==> config.mk <==
export PLATFORM = sky130hd
export DESIGN_NAME = seg7_scan_ctrl
export DESIGN_NICKNAME = d
export VERILOG_FILES = /design/src/rtl/seg7_pkg.sv /design/src/rtl/hex_to_7seg_ca.sv /design/src/rtl/seg7_scan_ctrl.sv
export SDC_FILE = /design/constraint.sdc
export NUM_CORES = 1
export LEC_CHECK = 0
export BUFFER_PORTS_ARGS = -buffer_cell sky130_fd_sc_hd__buf_2
export CAP_MARGIN = 10
export CORE_UTILIZATION = 61
export CTS_BUF_LIST = sky130_fd_sc_hd__clkbuf_8
export DETAILED_ROUTE_END_ITERATION = 16
export PLACE_DENSITY = 0.86
export SYNTH_ARGS = -nofsm -noshare
export SYNTH_HDL_FRONTEND = slang
export SYNTH_SLANG_ARGS = --single-unit
export TNS_END_PERCENT = 100
==> constraint.sdc <==
create_clock -name clk -period 3 [get_ports clk]
set_input_delay 0.75 -clock clk [delete_from_list [all_inputs] [get_ports clk]]
set_output_delay 0.75 -clock clk [all_outputs]
set_load 0.03 [all_outputs]
==> src/rtl/seg7_pkg.sv <==
// Shared types and constants for the 7-segment scan controller.
// Segment patterns are active-low, ordered {a,b,c,d,e,f,g} from MSB to LSB.
package seg7_pkg;

   typedef enum logic [1:0] {
      ST_IDLE  = 2'd0,
      ST_GUARD = 2'd1,
      ST_DRIVE = 2'd2
   } state_t;

   localparam logic [6:0] SEG_OFF = 7'h7F;

   localparam logic [6:0] SEG_LUT [16] = '{
      7'b0000001,  // 0
      7'b1001111,  // 1
      7'b0010010,  // 2
      7'b0000110,  // 3
      7'b1001100,  // 4
      7'b0100100,  // 5
      7'b0100000,  // 6
      7'b0001111,  // 7
      7'b0000000,  // 8
      7'b0000100,  // 9
      7'b0001000,  // A
      7'b1100000,  // b
      7'b0110001,  // C
      7'b1000010,  // d
      7'b0110000,  // E
      7'b0111000   // F
   };

endpackage

==> src/rtl/hex_to_7seg_ca.sv <==
// Combinational hex nibble to common-anode (active-low) 7-segment decoder.
module hex_to_7seg_ca
   import seg7_pkg::*;
(
   input  logic [3:0] nib_i,
   output logic [6:0] seg_o
);

   assign seg_o = SEG_LUT[nib_i];

endmodule

==> src/rtl/seg7_scan_ctrl.sv <==
// N-digit multiplexed 7-segment scan controller with guard (all-off) gaps between digits.
// Optional leading-zero blanking is enabled by defining SEG7_LZB_EN.
module seg7_scan_ctrl
   import seg7_pkg::*;
#(
   parameter int NUM_DIGITS = 4,
   parameter int SCAN_DIV   = 50000,
   parameter int GUARD      = 16
)
(
   input  logic                    clk,
   input  logic                    rst,
   input  logic [4*NUM_DIGITS-1:0] value_i,
   input  logic [NUM_DIGITS-1:0]   dp_i,
   input  logic                    load_i,
   input  logic                    blank_i,
   output logic [6:0]              seg_o,
   output logic                    dp_o,
   output logic [NUM_DIGITS-1:0]   an_o,
   output logic                    frame_o
);

   localparam int VW = 4 * NUM_DIGITS;
   localparam int SW = (SCAN_DIV > 1)   ? $clog2(SCAN_DIV)   : 1;
   localparam int GW = (GUARD > 1)      ? $clog2(GUARD)      : 1;
   localparam int DW = (NUM_DIGITS > 1) ? $clog2(NUM_DIGITS) : 1;

   localparam logic [SW-1:0] DRV_LAST = SW'(SCAN_DIV - 1);
   localparam logic [GW-1:0] GRD_LAST = GW'(GUARD - 1);
   localparam logic [DW-1:0] DIG_LAST = DW'(NUM_DIGITS - 1);

   state_t                state_q,   state_d;
   logic [DW-1:0]         digit_q,   digit_d;
   logic [SW-1:0]         drv_cnt_q, drv_cnt_d;
   logic [GW-1:0]         grd_cnt_q, grd_cnt_d;

   logic [VW-1:0]         shd_val_q, shd_val_d;
   logic [NUM_DIGITS-1:0] shd_dp_q,  shd_dp_d;
   logic [VW-1:0]         act_val_q, act_val_d;
   logic [NUM_DIGITS-1:0] act_dp_q,  act_dp_d;

   logic [6:0]            seg_q,     seg_d;
   logic                  dp_q,      dp_d;
   logic [NUM_DIGITS-1:0] an_q,      an_d;
   logic                  frame_q,   frame_d;

   logic                  frame_start;
   logic                  frame_end;
   logic [3:0]            cur_nib;
   logic                  cur_dp;
   logic [6:0]            dec_seg;
   logic                  suppress;
   logic                  lit;

   // Scan sequencing: IDLE -> (GUARD -> DRIVE) per digit, wrapping after the last digit.
   always_comb begin
      state_d     = state_q;
      digit_d     = digit_q;
      drv_cnt_d   = drv_cnt_q;
      grd_cnt_d   = grd_cnt_q;
      frame_start = 1'b0;
      frame_end   = 1'b0;
      case (state_q)
         ST_IDLE: begin
            state_d     = ST_GUARD;
            digit_d     = '0;
            grd_cnt_d   = '0;
            frame_start = 1'b1;
         end
         ST_GUARD: begin
            if (grd_cnt_q == GRD_LAST) begin
               state_d   = ST_DRIVE;
               drv_cnt_d = '0;
            end else begin
               grd_cnt_d = grd_cnt_q + 1'b1;
            end
         end
         ST_DRIVE: begin
            if (drv_cnt_q == DRV_LAST) begin
               state_d   = ST_GUARD;
               grd_cnt_d = '0;
               if (digit_q == DIG_LAST) begin
                  digit_d     = '0;
                  frame_start = 1'b1;
                  frame_end   = 1'b1;
               end else begin
                  digit_d = digit_q + 1'b1;
               end
            end else begin
               drv_cnt_d = drv_cnt_q + 1'b1;
            end
         end
         default: begin
            state_d = ST_IDLE;
         end
      endcase
   end

   // Shadow takes every load; active follows the shadow's next value only at a frame
   // boundary, so a load coinciding with the boundary lands in the active copy directly.
   always_comb begin
      shd_val_d = load_i ? value_i : shd_val_q;
      shd_dp_d  = load_i ? dp_i    : shd_dp_q;
      act_val_d = act_val_q;
      act_dp_d  = act_dp_q;
      if (frame_start) begin
         act_val_d = shd_val_d;
         act_dp_d  = shd_dp_d;
      end
   end

   assign cur_nib = act_val_q[digit_q * 4 +: 4];
   assign cur_dp  = act_dp_q[digit_q];

   hex_to_7seg_ca u_dec (
      .nib_i (cur_nib),
      .seg_o (dec_seg)
   );

`ifdef SEG7_LZB_EN
   logic [NUM_DIGITS-1:0] hi_zero;
   logic                  zero_acc;

   // hi_zero[k]: nibble k and every nibble above it are zero.
   always_comb begin
      zero_acc = 1'b1;
      hi_zero  = '0;
      for (int k = NUM_DIGITS - 1; k >= 0; k--) begin
         zero_acc   = zero_acc & (act_val_q[4*k +: 4] == 4'h0);
         hi_zero[k] = zero_acc;
      end
   end

   assign suppress = hi_zero[digit_q] && (digit_q != '0);
`else
   assign suppress = 1'b0;
`endif

   // Output stage: everything registered, derived from the current state.
   always_comb begin
      lit     = (state_q == ST_DRIVE) && !blank_i;
      seg_d   = SEG_OFF;
      dp_d    = 1'b1;
      an_d    = '1;
      frame_d = frame_end;
      if (lit) begin
         an_d[digit_q] = 1'b0;
         dp_d          = ~cur_dp;
         seg_d         = suppress ? SEG_OFF : dec_seg;
      end
   end

   always_ff @(posedge clk) begin
      if (rst) begin
         state_q   <= ST_IDLE;
         digit_q   <= '0;
         drv_cnt_q <= '0;
         grd_cnt_q <= '0;
         shd_val_q <= '0;
         shd_dp_q  <= '0;
         act_val_q <= '0;
         act_dp_q  <= '0;
         seg_q     <= SEG_OFF;
         dp_q      <= 1'b1;
         an_q      <= '1;
         frame_q   <= 1'b0;
      end else begin
         state_q   <= state_d;
         digit_q   <= digit_d;
         drv_cnt_q <= drv_cnt_d;
         grd_cnt_q <= grd_cnt_d;
         shd_val_q <= shd_val_d;
         shd_dp_q  <= shd_dp_d;
         act_val_q <= act_val_d;
         act_dp_q  <= act_dp_d;
         seg_q     <= seg_d;
         dp_q      <= dp_d;
         an_q      <= an_d;
         frame_q   <= frame_d;
      end
   end

   assign seg_o   = seg_q;
   assign dp_o    = dp_q;
   assign an_o    = an_q;
   assign frame_o = frame_q;

endmodule

After elaboration in Yosys (flattened, before gate mapping)
Memories as Yosys holds them, arrays and structs flattened. A register that Yosys moved wholly into a read port is not among the register bits. Cells that the tools add are included.

ROM bits: 112. Word-level logic and storage cells: 66. Memories kept: 1. Bits of input ports: 24. Bits in registers: 70.

Shift-type cells: 1. Bitwise gates (word level): 5. Multiplexer cells: 21. Eq/ne operators: 9. $lt $le $gt $ge: 2. Add/sub/neg operators: 3. Reductions and logical operators: 13.

Memory list: (no name shown) (depth 16, width 7, read ports 1, clocked after memory_dff 1, wr ports 0, line hex_to_7seg_ca.sv:9) `assign seg_o = SEG_LUT[nib_i];`.

Operators with widths (count): $mux W16 (3); $pmux W16 S2 (1); $add A16 B1 Y16 const B (1); $eq A16 B16 Y1 const B (1); $shiftx A16 B5 Y4 (1); $mux W4 (3); $pmux W4 S3 (1); $mux W2 (4); $ne A2 B2 Y1 const B (4); $pmux W2 S3 (1); $reduce_and A3 Y1 (2); $not A4 Y5 (1); $add A4 B1 Y4 const B (1); $eq A2 B2 Y1 const B (2); $eq A4 B4 Y1 const B (1); $mux W1 (4); $not A4 Y4 (1); $pmux W2 S2 (1); $reduce_and A2 Y1 (2); $reduce_bool A2 Y1 (2); $reduce_or A2 Y1 (2); $lt A2 B3 Y1 const B (1); $not A1 Y1 (3); $reduce_bool A3 Y1 (1); other kinds (9) (10).

Longest topological paths before layout
Depth in word-level cells: 5. Depth in mapped cells: 8. Depth with buffers taken out: 7.

Cells and area by module
Synthesis repeated with hierarchy kept, for this count alone.

Cell total of the unflattened synthesis: 328. Area total of the unflattened synthesis: 3397.0 um^2.

Modules (own cells, without submodules): seg7_scan_ctrl (area each 3134.3 um^2, times used 1, cells each 297); hex_to_7seg_ca (area each 262.8 um^2, times used 1, cells each 31).

Worst setup path after synthesis
OpenSTA, ideal clock, no wires.

Path type: register -> register. Start: register drv_cnt_q[4]. End: register act_dp_q[0]. Clock period less this slack: 2173 ps. Arrival time: 2052 ps. Stages on the path, launching flop included: 8. Setup time: 121 ps. Slack: 827 ps. Required time: 2879 ps. Path through: dfxtp_1 -> buf_6 -> or4b_4 -> nor4_2 -> nand2_1 -> a21oi_2 -> buf_6 -> mux2_2.

Word-level cells in the longest chain between the ends: 3.

Ends and longest elaborated chain: start, declared (line seg7_scan_ctrl.sv:34) `logic [SW-1:0] drv_cnt_q, drv_cnt_d;`; start signal, assigned (line seg7_scan_ctrl.sv:170) `drv_cnt_q <= drv_cnt_d;`; $eq A16 B16 Y1 (line seg7_scan_ctrl.sv:79) `if (drv_cnt_q == DRV_LAST) begin`; $mux W1 (line seg7_scan_ctrl.sv:79); $pmux W1 S2 (line seg7_scan_ctrl.sv:63) `case (state_q)`; end signal, assigned (line seg7_scan_ctrl.sv:175) `act_dp_q <= act_dp_d;`; end, declared (line seg7_scan_ctrl.sv:40) `logic [NUM_DIGITS-1:0] act_dp_q, act_dp_d;`.

No other way between the ends. A chain may end at the register's enable or synchronous reset.

Worst setup path after layout
Start: register drv_cnt_q[12]. End: register act_val_q[2].

Word-level cells in the longest chain between the ends: 3.

Ends and longest elaborated chain: $eq A16 B16 Y1 (line seg7_scan_ctrl.sv:79); $mux W1 (line seg7_scan_ctrl.sv:79); $pmux W1 S2 (line seg7_scan_ctrl.sv:63); end signal, assigned (line seg7_scan_ctrl.sv:174) `act_val_q <= act_val_d;`; end, declared (line seg7_scan_ctrl.sv:39) `logic [VW-1:0] act_val_q, act_val_d;`.

No other way between the ends.

==> flow_summary.toml <==
[synth]
synth.avg_cell_area_um2 = 9.93
seq_area_frac_synth = 0.436
synth_top_area_frac = 0.436
synth-seq-cells = 77
synth_async_sr_flop_share = 0
syn_area_mm2 = 0.00354
synth_area_leaders = "dfxtp_1, mux2_2, mux2i_1"
synthCells = 356
ys.flop_type = "dfxtp_1"
synth_warnings = 0
synth_nets = 392
yosys.area.top_type = "dfxtp_1"
synth_enable_flop_cells = 0
synth_cell_types = 57

[worst_setup_path]
startpoint_type = "flop"
worstPathArrival_ps = 2630
required_ps = 3230
cp_max_fo = 20
reg2reg_to = "act_val_q[2]"
r2r_cells = 6
rrSetupSlack_ps = 600
r2r-start = "drv_cnt_q[12]"
path_class = "reg2reg"
end_kind = "flop"

[clocking]
cts_buffers = 9
htree_num_levels = 3
clk_pin_slew_ps = 80
cts_root_buffer = "clkbuf_8"
clock_sinks = 77
cts_tree = "done"
clockBufferDepth = 2
cts_resized = 0
postCtsSetupBuffers = 0
ctsHoldBuffers = 0
clk_latency_ps = 350

[power]
p_int_mw = 1.59
netSwitchingFraction = 0.232
p_leak_nw = 1.52
p_total_mw = 2.07
power_frac_seq = 0.516
power.switching_mw = 0.480
power_density_mw_per_mm2 = 530
peakVddDrop_mv = 0.287
power_frac_clock = 0.416
p_comb_frac = 0.068

[cells_and_area]
area.growth.synth_to_final_pct = 10.7
drive_above_1_share = 0.237
antenna_cells = 0
mostFrequentLayoutCells = "dfxtp_1, nor2_1, buf_2"
design_area_mm2 = 0.00391
final_common_cell = "dfxtp_1"
fin_util = 0.706
nNetsFinal = 423

[timing]
setup_viol = 0
drv_slew = 0
finalCritPeriodShare = 0.800
hold_violations = 0
relSlewSlack = 0.582
fmax_ghz = 0.416
clock_skew_ps = 8.88
worst_pin_slew_ps = 624
layout_min_cycle_time_ps = 2400
hold_slack_ps = 498
rsz0062_at_grt = "no"
finalSetupTns_ps = 0

[run]
drv_cap = 0

[floorplanning]
dieHeight_um = 78.1
placementRows = 27
floorplan.die.width_um = 78.1
die_area_mm2 = 0.00611
coreArea_mm2 = 0.00554
io_pins = 37
start_util = 0.638

[global_routing]
grt_max_degree = 42
track_usage = 0.249
grt_pass1_vias = 2590
grt-ovfl-total = 0
grt_pass1_wl_mm = 11.8
antenna_found_initial = 0

[detailed_routing]
wl_per_cell_um = 15.0
dr.pass1.iters = 4
totalWireLength_mm = 6.95
drc = 0
ant_nets = 0
num_vias = 2628
via_per_inst = 5.66
drtIter0Drc = 112

[run_status]
outcome = "completed"

[placement]
hpwl_mm = 4.67
place_area_mm2 = 0.00369
place.gp.congestion = 0.929
numPortBuffers = 36

[worst_hold_path]
hold_depth = 2
hold_path_class = "reg2reg"
hp-start = "drv_cnt_q[15]"
min_to = "drv_cnt_q[15]"
flip-flops by register name, summed over array words and instances (netlist names), 4 cells and up:
name,cells
grd_cnt_q,4
drv_cnt_q,16
shd_dp_q,4
shd_val_q,16
an_o,4
act_dp_q,4
act_val_q,16
seg_o,7
worst max-delay path: stages, from the launching register on:
cell and delay (ps):
dfxtp_1 370, or4bb_1 630, nor4_2 380, nand2_1 120, a21oi_2 140, buf_4 270
mux2_2 370
through the flow:
step	worst slack (ps)	cells
floorplan	827	356
detailed placement	622	448
global route	512	464
global placement	694	448
CTS	613	464
finish	599	464
cell usage after synthesis (4+ instances only):
| cell type | n |
|---|---|
| nor2_1 | 42 |
| o21ai_0 | 11 |
| mux2i_1 | 21 |
| clkbuf_1 | 10 |
| inv_1 | 9 |
| dfxtp_1 | 77 |
| a21oi_1 | 15 |
| buf_6 | 4 |
| nand2_1 | 22 |
| mux2_2 | 22 |
| nor2b_1 | 22 |
| xnor2_1 | 4 |
| nand3_1 | 9 |
| nand2b_1 | 6 |
| ha_1 | 12 |
| nand4_1 | 5 |
| nor3_1 | 6 |
| mux4_2 | 5 |
cell type report:
cell class              count  area (µm²)
clock buffers               9         124
fillers                   396        1630
inverters                   9        33.8
repair buffers             39         203
clock inverters             7         100
flip-flops and latches     77        1540
well taps                  72        90.1
multi-input cells         251        1820
power groups by stage:
stage,combinational (mW),sequential (mW),clock (mW)
after floorplan,0.110,1.09,0
after CTS,0.142,1.07,0.873
after global placement,0.132,1.09,0
final,0.142,1.07,0.862
after detailed placement,0.138,1.09,0
after global routing,0.157,1.07,0.916
per-layer routing:
layer	up-vias	share of wire	track usage
met2	69	0.48	0.423
met5	-	0	0
met3	13	0.040	0.0512
li1	1312	-	-
met4	0	0.018	0.113
met1	1234	0.46	0.302
cells by family after synthesis:
group                    after synthesis  synth area share
AND/OR/NAND/NOR                      134             0.198
flip-flops                            77             0.436
AO/OA/AOI/OAI                         50            0.0959
multiplexers                          48             0.161
buffers and inverters                 28            0.0492
adder cells (fa/ha/maj)               12            0.0425
XOR/XNOR                               7            0.0173
worst max path at each step:
stage             startpoint             to  depth (start not counted)
2_1_floorplan   drv_cnt_q[4]    act_dp_q[0]                          7
3_3_place_gp   drv_cnt_q[12]   act_val_q[6]                          6
3_5_place_dp   drv_cnt_q[12]  act_val_q[15]                          6
4_1_cts        drv_cnt_q[12]  act_val_q[15]                          6
5_1_grt        drv_cnt_q[12]    act_dp_q[3]                          6
6_report       drv_cnt_q[12]   act_val_q[2]                          6
No activity file was read; power rests on OpenSTA's default activity.
